<file path="config.mk">
export PLATFORM = sky130hd
export DESIGN_NAME = conv_accum
export DESIGN_NICKNAME = d
export VERILOG_FILES = /design/src/rtl/cnn_pkg.sv /design/src/rtl/requant_relu.sv /design/src/rtl/conv_accum.sv
export SDC_FILE = /design/constraint.sdc
export NUM_CORES = 1
export LEC_CHECK = 0
export CAP_MARGIN = 25
export CORE_MARGIN = 4
export CORE_UTILIZATION = 40
export CTS_BUF_LIST = sky130_fd_sc_hd__clkbuf_8
export DETAILED_ROUTE_END_ITERATION = 6
export HOLD_SLACK_MARGIN = 0.03
export SKIP_CTS_REPAIR_TIMING = 1
export SYNTH_ARGS = -nofsm -noshare
export SYNTH_HDL_FRONTEND = slang
export SYNTH_SLANG_ARGS = --single-unit
</file>
<file path="constraint.sdc">
create_clock -name clock -period 4.35 [get_ports clock]
set_input_delay 1.0875 -clock clock [delete_from_list [all_inputs] [get_ports clock]]
set_output_delay 1.0875 -clock clock [all_outputs]
set_load 0.05 [all_outputs]
</file>
<file path="src/rtl/cnn_pkg.sv">
// Shared definitions for the CNN datapath blocks.
//   TAPS_DEF   : products summed per output window
//   PROD_W_DEF : width of the signed product from the upstream multiplier
//   ACC_W_DEF  : accumulator width
//   SHIFT_DEF  : requantisation right-shift
//   acc_state_e: conv_accum FSM state encoding
package cnn_pkg;

    localparam int TAPS_DEF   = 9;
    localparam int PROD_W_DEF = 16;
    // Nine full-scale 16-bit products plus the largest shifted bias and the
    // rounding constant still fit in 20 signed bits, so 20 is enough here.
    localparam int ACC_W_DEF  = 20;
    localparam int SHIFT_DEF  = 4;

    typedef enum logic [1:0] {
        ST_IDLE = 2'd0,
        ST_ACC  = 2'd1,
        ST_HOLD = 2'd2
    } acc_state_e;

endpackage

</file>
<file path="src/rtl/requant_relu.sv">
// Combinational requantiser: round-half-up arithmetic right shift, then
// ReLU and saturation to an unsigned byte.
//   sum  : signed ACC_W-bit window sum (bias already folded in)
//   data : unsigned 8-bit result
module requant_relu
    import cnn_pkg::*;
#(
    parameter int ACC_W = ACC_W_DEF,
    parameter int SHIFT = SHIFT_DEF
) (
    input  logic signed [ACC_W-1:0] sum,
    output logic        [7:0]       data
);

    // One guard bit so adding the rounding constant can never wrap.
    localparam int EW    = ACC_W + 1;
    localparam int RND_I = (SHIFT > 0) ? (2 ** (SHIFT - 1)) : 0;
    localparam logic signed [EW-1:0] RND  = EW'(RND_I);
    localparam logic signed [EW-1:0] MAXV = EW'(255);

    function automatic logic signed [EW-1:0] round_shift(
        input logic signed [ACC_W-1:0] s
    );
        logic signed [EW-1:0] t;
        t = {s[ACC_W-1], s};
        t = t + RND;
        return t >>> SHIFT;
    endfunction

    function automatic logic [7:0] relu_sat(input logic signed [EW-1:0] r);
        logic [7:0] res;
        if (r < 0) begin
            res = 8'd0;
        end else if (r > MAXV) begin
            res = 8'hFF;
        end else begin
            res = r[7:0];
        end
        return res;
    endfunction

    assign data = relu_sat(round_shift(sum));

endmodule

</file>
<file path="src/rtl/conv_accum.sv">
// Convolution window accumulator. Sums TAPS signed products (seeded with a
// per-window bias), requantises the final sum and holds the byte result
// under a valid/ready handshake until downstream takes it.
//   clock, aclr (sync, active-high), clken (freezes all state when 0)
//   prod / prod_valid / in_ready : product stream from the registered
//                                  lpm_mult result
//   bias                         : signed bias, sampled on the first tap
//   out_data / out_valid / out_ready : requantised ReLU output handshake
//   tap_cnt                      : products accepted in the current window
module conv_accum
    import cnn_pkg::*;
#(
    parameter int TAPS   = TAPS_DEF,
    parameter int PROD_W = PROD_W_DEF,
    parameter int ACC_W  = ACC_W_DEF,
    parameter int SHIFT  = SHIFT_DEF
) (
    input  logic                          clock,
    input  logic                          aclr,
    input  logic                          clken,
    input  logic [PROD_W-1:0]             prod,
    input  logic                          prod_valid,
    output logic                          in_ready,
    input  logic [7:0]                    bias,
    output logic [7:0]                    out_data,
    output logic                          out_valid,
    input  logic                          out_ready,
    output logic [$clog2(TAPS+1)-1:0]     tap_cnt
);

    localparam int CW = $clog2(TAPS + 1);
    localparam logic [CW-1:0] LAST_IDX = CW'(TAPS - 1);

    acc_state_e              state_p0, state_n;
    logic signed [ACC_W-1:0] acc_p0, acc_n;
    logic        [CW-1:0]    cnt_n;
    logic        [7:0]       data_n;
    logic                    vld_n;

    logic signed [ACC_W-1:0] prod_ext;
    logic signed [ACC_W-1:0] bias_ext;
    logic signed [ACC_W-1:0] base;
    logic signed [ACC_W-1:0] sum_p0;
    logic        [7:0]       rq_data;
    logic                    finish;

    assign prod_ext = {{(ACC_W-PROD_W){prod[PROD_W-1]}}, prod};
    assign bias_ext = {{(ACC_W-8){bias[7]}}, bias};

    // The first tap seeds the sum with the bias scaled into accumulator
    // units; later taps add onto the running sum.
    assign base   = (state_p0 == ST_IDLE) ? (bias_ext <<< SHIFT) : acc_p0;
    assign sum_p0 = base + prod_ext;

    // The result is formed from the final sum in the same cycle as the last
    // tap, so the output register is the only latency.
    requant_relu #(
        .ACC_W (ACC_W),
        .SHIFT (SHIFT)
    ) u_requant (
        .sum  (sum_p0),
        .data (rq_data)
    );

    always_comb begin
        state_n  = state_p0;
        acc_n    = acc_p0;
        cnt_n    = tap_cnt;
        data_n   = out_data;
        vld_n    = out_valid;
        finish   = 1'b0;
        in_ready = (state_p0 != ST_HOLD);

        if (clken) begin
            unique case (state_p0)
                ST_IDLE: begin
                    if (prod_valid) begin
                        acc_n = sum_p0;
                        if (TAPS == 1) begin
                            finish = 1'b1;
                        end else begin
                            cnt_n   = CW'(1);
                            state_n = ST_ACC;
                        end
                    end
                end
                ST_ACC: begin
                    if (prod_valid) begin
                        acc_n = sum_p0;
                        if (tap_cnt == LAST_IDX) begin
                            finish = 1'b1;
                        end else begin
                            cnt_n = tap_cnt + CW'(1);
                        end
                    end
                end
                ST_HOLD: begin
                    if (out_ready) begin
                        vld_n   = 1'b0;
                        state_n = ST_IDLE;
                    end
                end
                default: begin
                    state_n = ST_IDLE;
                end
            endcase

            if (finish) begin
                data_n  = rq_data;
                vld_n   = 1'b1;
                cnt_n   = '0;
                state_n = ST_HOLD;
            end
        end
    end

    // ---- stage p0: window state and output register ----
    always_ff @(posedge clock) begin
        if (aclr) begin
            state_p0  <= ST_IDLE;
            acc_p0    <= '0;
            tap_cnt   <= '0;
            out_valid <= 1'b0;
            out_data  <= '0;
        end else begin
            state_p0  <= state_n;
            acc_p0    <= acc_n;
            tap_cnt   <= cnt_n;
            out_valid <= vld_n;
            out_data  <= data_n;
        end
    end

endmodule

</file>
# Word-level counts from Yosys, hierarchy flattened
# Index checks and enable logic that the tools add are counted.
# W data, S select, Z words.
# word_totals
output_inout_bits	14
wordCells	48
inputBits	29
register_bits	35
# op_classes
eq_ne	9
muxes	19
n_reduce_logical	10
magnitude_cmp	2
addsub	3
# op_table
op	count
$add A20 B5 Y21 const B	1
$add A20 B16 Y20	1
$mux W20	1
$gt A17 B9 Y1 const B	1
$lt A17 B1 Y1 const B	1
$mux W4	4
$mux W8	2
$ne A3 B3 Y1 const B	3
$pmux W4 S2	1
$mux W1	7
$mux W2	3
$pmux W2 S3	1
$reduce_and A3 Y1	2
$reduce_and A5 Y1	1
$add A4 B1 Y4 const B	1
$eq A4 B4 Y1 const B	1
$ne A2 B2 Y1 const B	2
$reduce_and A4 Y1	1
$reduce_bool A2 Y1	2
$ne A3 B2 Y1 const B	1
$reduce_bool A3 Y1	1
$eq A2 B1 Y1 const B	1
$eq A2 B2 Y1 const B	1
$logic_not A2 Y1	1
2 further kinds	2

# Longest topological paths before layout
# Gate-level depths: netlist of the first run.
# logic_depth
depth_word	7
mapped_depth	19
ltp_nobuf	16

# Cells and area by module
# Synthesis of the first run repeated with hierarchy kept, for this count alone.
# hier_totals
hier_cells	426
hier_area_um2	3090.5
# modules_own_cells
module	area_each_um2	seq_area_each_um2	instances	cells_per_inst
conv_accum	2658.8	700.7	1	364
requant_relu	431.7	0.0	1	62

# Least setup slack after synthesis of the first run
# OpenSTA, ideal clock, no wires.
# synth_path
kind	register to register
start	reg state_p0[1]
end	reg out_data[0]
path_slack_ns	0.290
period_less_slack_ns	4.060
required_time_ns	4.272
t_arrival_ns	3.982
n_path_buf	4
setup_ns	0.078
stages_incl_launch_ff	19
cell_sequence	dfxtp_1 > clkbuf_1 > or2_2 > clkbuf_1 > clkbuf_1 > and2_1 > ha_1 > inv_1 > fa_1 > nand2b_1 > a21oi_2 > o211ai_1 > a31oi_1 > mux2_2 > nor2_1 > a41oi_1 > or3_1 > buf_2 > a32oi_1
# synth_between
elab_chain_cells	7
elab_cells_between_ends	12
cone_classes	add/sub (2); order compare (2); eq/ne (1); mux (5); reduce/logical (2)
# synth_rtl
item	line	rtl
start, declared	conv_accum.sv:34	acc_state_e state_p0, state_n;
start signal, assigned	conv_accum.sv:126	state_p0 <= state_n;
$logic_not A2 Y1	conv_accum.sv:52	assign base = (state_p0 == ST_IDLE) ? (bias_ext <<< SHIFT) : acc_p0;
$mux W20	conv_accum.sv:52	
$add A20 B16 Y20	conv_accum.sv:53	assign sum_p0 = base + prod_ext;
$add A20 B5 Y21	requant_relu.sv:26	t = t + RND;
$gt A17 B9 Y1	requant_relu.sv:34	end else if (r > MAXV) begin
$mux W8	requant_relu.sv:34	
$mux W8	requant_relu.sv:32	if (r < 0) begin
end signal, assigned	conv_accum.sv:130	out_data <= data_n;
end, declared	conv_accum.sv:25	output logic [7:0] out_data,
# Parallel ways exist; a longest one is shown, timed or not. The select of a mux whose other input is x is not followed.
# A chain may end at the register's enable or synchronous reset.

# Worst setup path after layout of the first run
# layout_path
start	in prod[0]
end	reg out_data[1]
# layout_between
elab_chain_cells	5
elab_cells_between_ends	6
cone_classes	add/sub (2); order compare (2); mux (2)
# layout_rtl
item	line	rtl
start, declared	conv_accum.sv:21	input logic [PROD_W-1:0] prod,
$add A20 B16 Y20 *	conv_accum.sv:53	
$add A20 B5 Y21 *	requant_relu.sv:26	
$gt A17 B9 Y1	requant_relu.sv:34	
$mux W8	requant_relu.sv:34	
$mux W8 *	requant_relu.sv:32	
# Every way passes the cells marked *; elsewhere a longest branch is shown, timed or not.

==> key figures, run 1 <==
Timing
  – Worst-margin pin slew: 0.734 ns
  – Fin. max-slew vios: 0
  – Hold Fails Final Rpt: 0
  – Worst slew margin: 51.0%
  – Minimum clock period: 4.11 ns
  – Setup TNS: 0 ns
  – WHS: 0.453 ns
  – Setup violators final: 0
  – FMAX: 243 MHz
  – Skew final: 0.00667 ns
  – Fin crit share: 94.5%

Finish
  – Nets: 546
  – Final std cells w/o fill: 597
  – Post-Layout Inst Area: 4100 sq um
  – Area of the multi-input gates: 2370 sq um
  – Seq. cell area: 701 sq um
  – Fill cells: 768
  – Layout area overhead: 29.1%
  – Ant. Diodes: 0
  – Share of layout cells above drive strength 1: 16.4%

Routing
  – DR iter-0 viols: 122
  – Initial DRT Pass Iterations: 4
  – Wire per inst: 15.1 um
  – Wirelength, routed: 8990 um
  – Post-route ant nets: 0
  – Via count: 3257
  – Vias per cell: 5.46
  – DR DRC count: 0

Synthesis
  – Syn Nets: 473
  – Count leader, synth: nand2_1
  – Share of flip-flops with an asynchronous set or reset: 0%
  – Area fraction of the dominant cell type after synthesis: 22.1%
  – Yosys top cell by area: dfxtp_1
  – Post-Synthesis Cells: 421
  – Yosys warns: 0
  – Dominant synthesized flop cell: dfxtp_1
  – Post-synth top cells: nand2_1 (81), a21oi_1 (38), dfxtp_1 (35), nor2_1 (34), ha_1 (22)
  – Leading post-synthesis cells by cell area: dfxtp_1 (22%), nand2_1 (9.6%), ha_1 (8.7%)
  – Seq cells post-synth: 35
  – Number of synthesized flops with an enable pin: 0
  – Sequential area share after synthesis: 22.1%
  – Synthesized area per cell: 7.55 sq um
  – Netlist cell types: 65
  – Synthesized area: 3180 sq um

Global route
  – Number of global-route vias before repair: 3199
  – Largest net degree at the start of global routing: 20
  – First-pass GRT wire length: 14900 um
  – Total Routing Usage GR: 19.0%
  – Total grt overflow: 0
  – Initial antenna violation count: 0

Clock tree
  – CTS Root Cell: clkbuf_8
  – TritonCTS Buffers: 5
  – Clk_lat worst skew: 0.29 ns
  – Clock sink count: 35
  – Clock buffer depth: 2
  – CTS tree: done
  – Worst-path clk slew: 0.07 ns
  – Htree depth: 2

Worst setup path
  – Worst R2R Path Depth: 14
  – Crit path launch type: primary input
  – Crit path capture type: flop
  – RR Startpoint: state_p0[1]
  – Worst Path Arrival: 4.32 ns
  – Critical Path RT: 4.56 ns
  – Crit Reg-Reg Endpoint: out_data[1]
  – Largest fanout on the critical path: 8
  – Critical Path Start: prod[0]
  – Crit path to: out_data[1]
  – FF-to-FF setup slack: 0.53 ns
  – Crit path kind: in2reg

Outcome
  – Status: finished clean

Placed design
  – Inst Count DP: 588
  – Port Buffers: 42
  – Detail Placement HPWL: 7010 um
  – Post-DP Area: 3980 sq um
  – GP Congestion: 0.882

Run
  – MaxCap Viol Count: 0

Pwr
  – Peak supply drop: 162 uV
  – Pleak: 1.77 nW
  – Pwr Total: 1.23 mW
  – Pwr dens: 300 nW/um^2

Die
  – Initial core utilization: 41.1%
  – Die X: 97.1 um
  – Cell Rows: 32
  – Die area: 9430 sq um
  – Die H: 97.1 um
  – Core Area: 7730 sq um
  – Num ports: 43

Worst hold path
  – Hold crit path type: reg2reg
  – HP Start: acc_p0[2]
[cell type report]
type | count | share of cell area (%)
Multi-Input combinational cell | 354 | 57.7
Timing Repair Buffer | 88 | 18.7
Sequential cell | 35 | 17.1
Tap cell | 102 | 3.11
Clock buffer | 7 | 2.35
Inverter | 10 | 0.915
Clock inverter | 1 | 0.183
[critical path, stage by stage]
cell and delay, ns:
clkdlybuf4s50_1 0.47, ha_1 0.17, inv_1 0.05, fa_1 0.38, nand2b_2 0.24, a21oi_4 0.23
o211ai_1 0.15, a31oi_1 0.28, mux2_2 0.40, nor2_1 0.09, a41oi_1 0.11, or3_1 0.47
a32oi_1 0.20
[kinds of logic after synthesis]
logic type                 after synthesis  synth area share [%]
and+or+nand+nor                        172                  26.1
AOI/OAI and AO/OA                      137                  31.7
DFF                                     35                  22.1
buffers and inverters                   32                  3.90
adders and majority gates               23                  9.29
xor gates and xnor gates                18                  5.67
muxes                                    4                  1.30
[flip-flops by register name, summed over array words and instances (netlist names)]
register / cells
state_p0: 2
acc_p0: 20
tap_cnt: 4
out_data: 8
out_valid: 1
[stage by stage]
| stage | utilization, % | worst slack, ns |
|---|---|---|
| floorplan | - | 0.290 |
| global placement | 51.5 | -0.0437 |
| detailed placement | 51.5 | -0.0944 |
| CTS | 52.8 | 0.196 |
| global route | 53.1 | -0.0263 |
| finish | 53.1 | 0.241 |
[layout by cell type, fill, tap and decap left out, types with 3 or more instances in the layout]
cell	netlist	layout
nand4_1	6	6
o211ai_1	4	4
or3_1	3	3
o21a_1	3	3
a32oi_1	8	8
or2_2	3	3
nor3_1	3	3
a21o_1	19	19
a21oi_1	38	38
and2_1	8	8
nand2_1	81	80
a211oi_1	12	12
and3_1	3	3
clkdlybuf4s50_1	0	42
dfxtp_1	35	35
nand3_1	8	8
nand2b_1	6	5
nor2_1	34	33
mux2i_1	3	3
nand4b_1	4	4
buf_4	0	46
inv_1	10	10
clkbuf_8	0	7
a211oi_2	3	3
a211o_1	5	5
xor2_1	6	6
o21ai_0	12	12
a31oi_1	4	4
xnor2_1	9	9
ha_1	22	22
[per-layer routing]
| layer | part of all wire [%] | global-route usage [%] |
|---|---|---|
| met1 | 49 | 26.1 |
| met2 | 46 | 31.2 |
| met3 | 4.2 | 2.58 |
| met4 | 0.80 | 5.18 |
| met5 | 0 | 0 |
[power breakdown]
part	total (mW)	internal, mW	switching, mW
Sequential	0.346	0.337	0.00895
Combinational	0.618	0.281	0.337
Clock	0.268	0.144	0.124
[worst min path at each step]
stage | end | slack (ns) | cells past startpoint
CTS | acc_p0[3] | 0.46 | 2
finish | acc_p0[2] | 0.45 | 2
detailed placement | acc_p0[3] | 0.45 | 2
global placement | acc_p0[2] | 0.44 | 2
global route | acc_p0[11] | 0.48 | 2
floorplan | acc_p0[2] | 0.43 | 2
Note: power is estimated with default switching activity, not from simulation.
==> run 2, diff against run 1 <==
HOLD_SLACK_MARGIN = 0.06   (was 0.03)
==> results of run 2 <==
The final DEF is identical to that of run 1; final timing and power are the same.
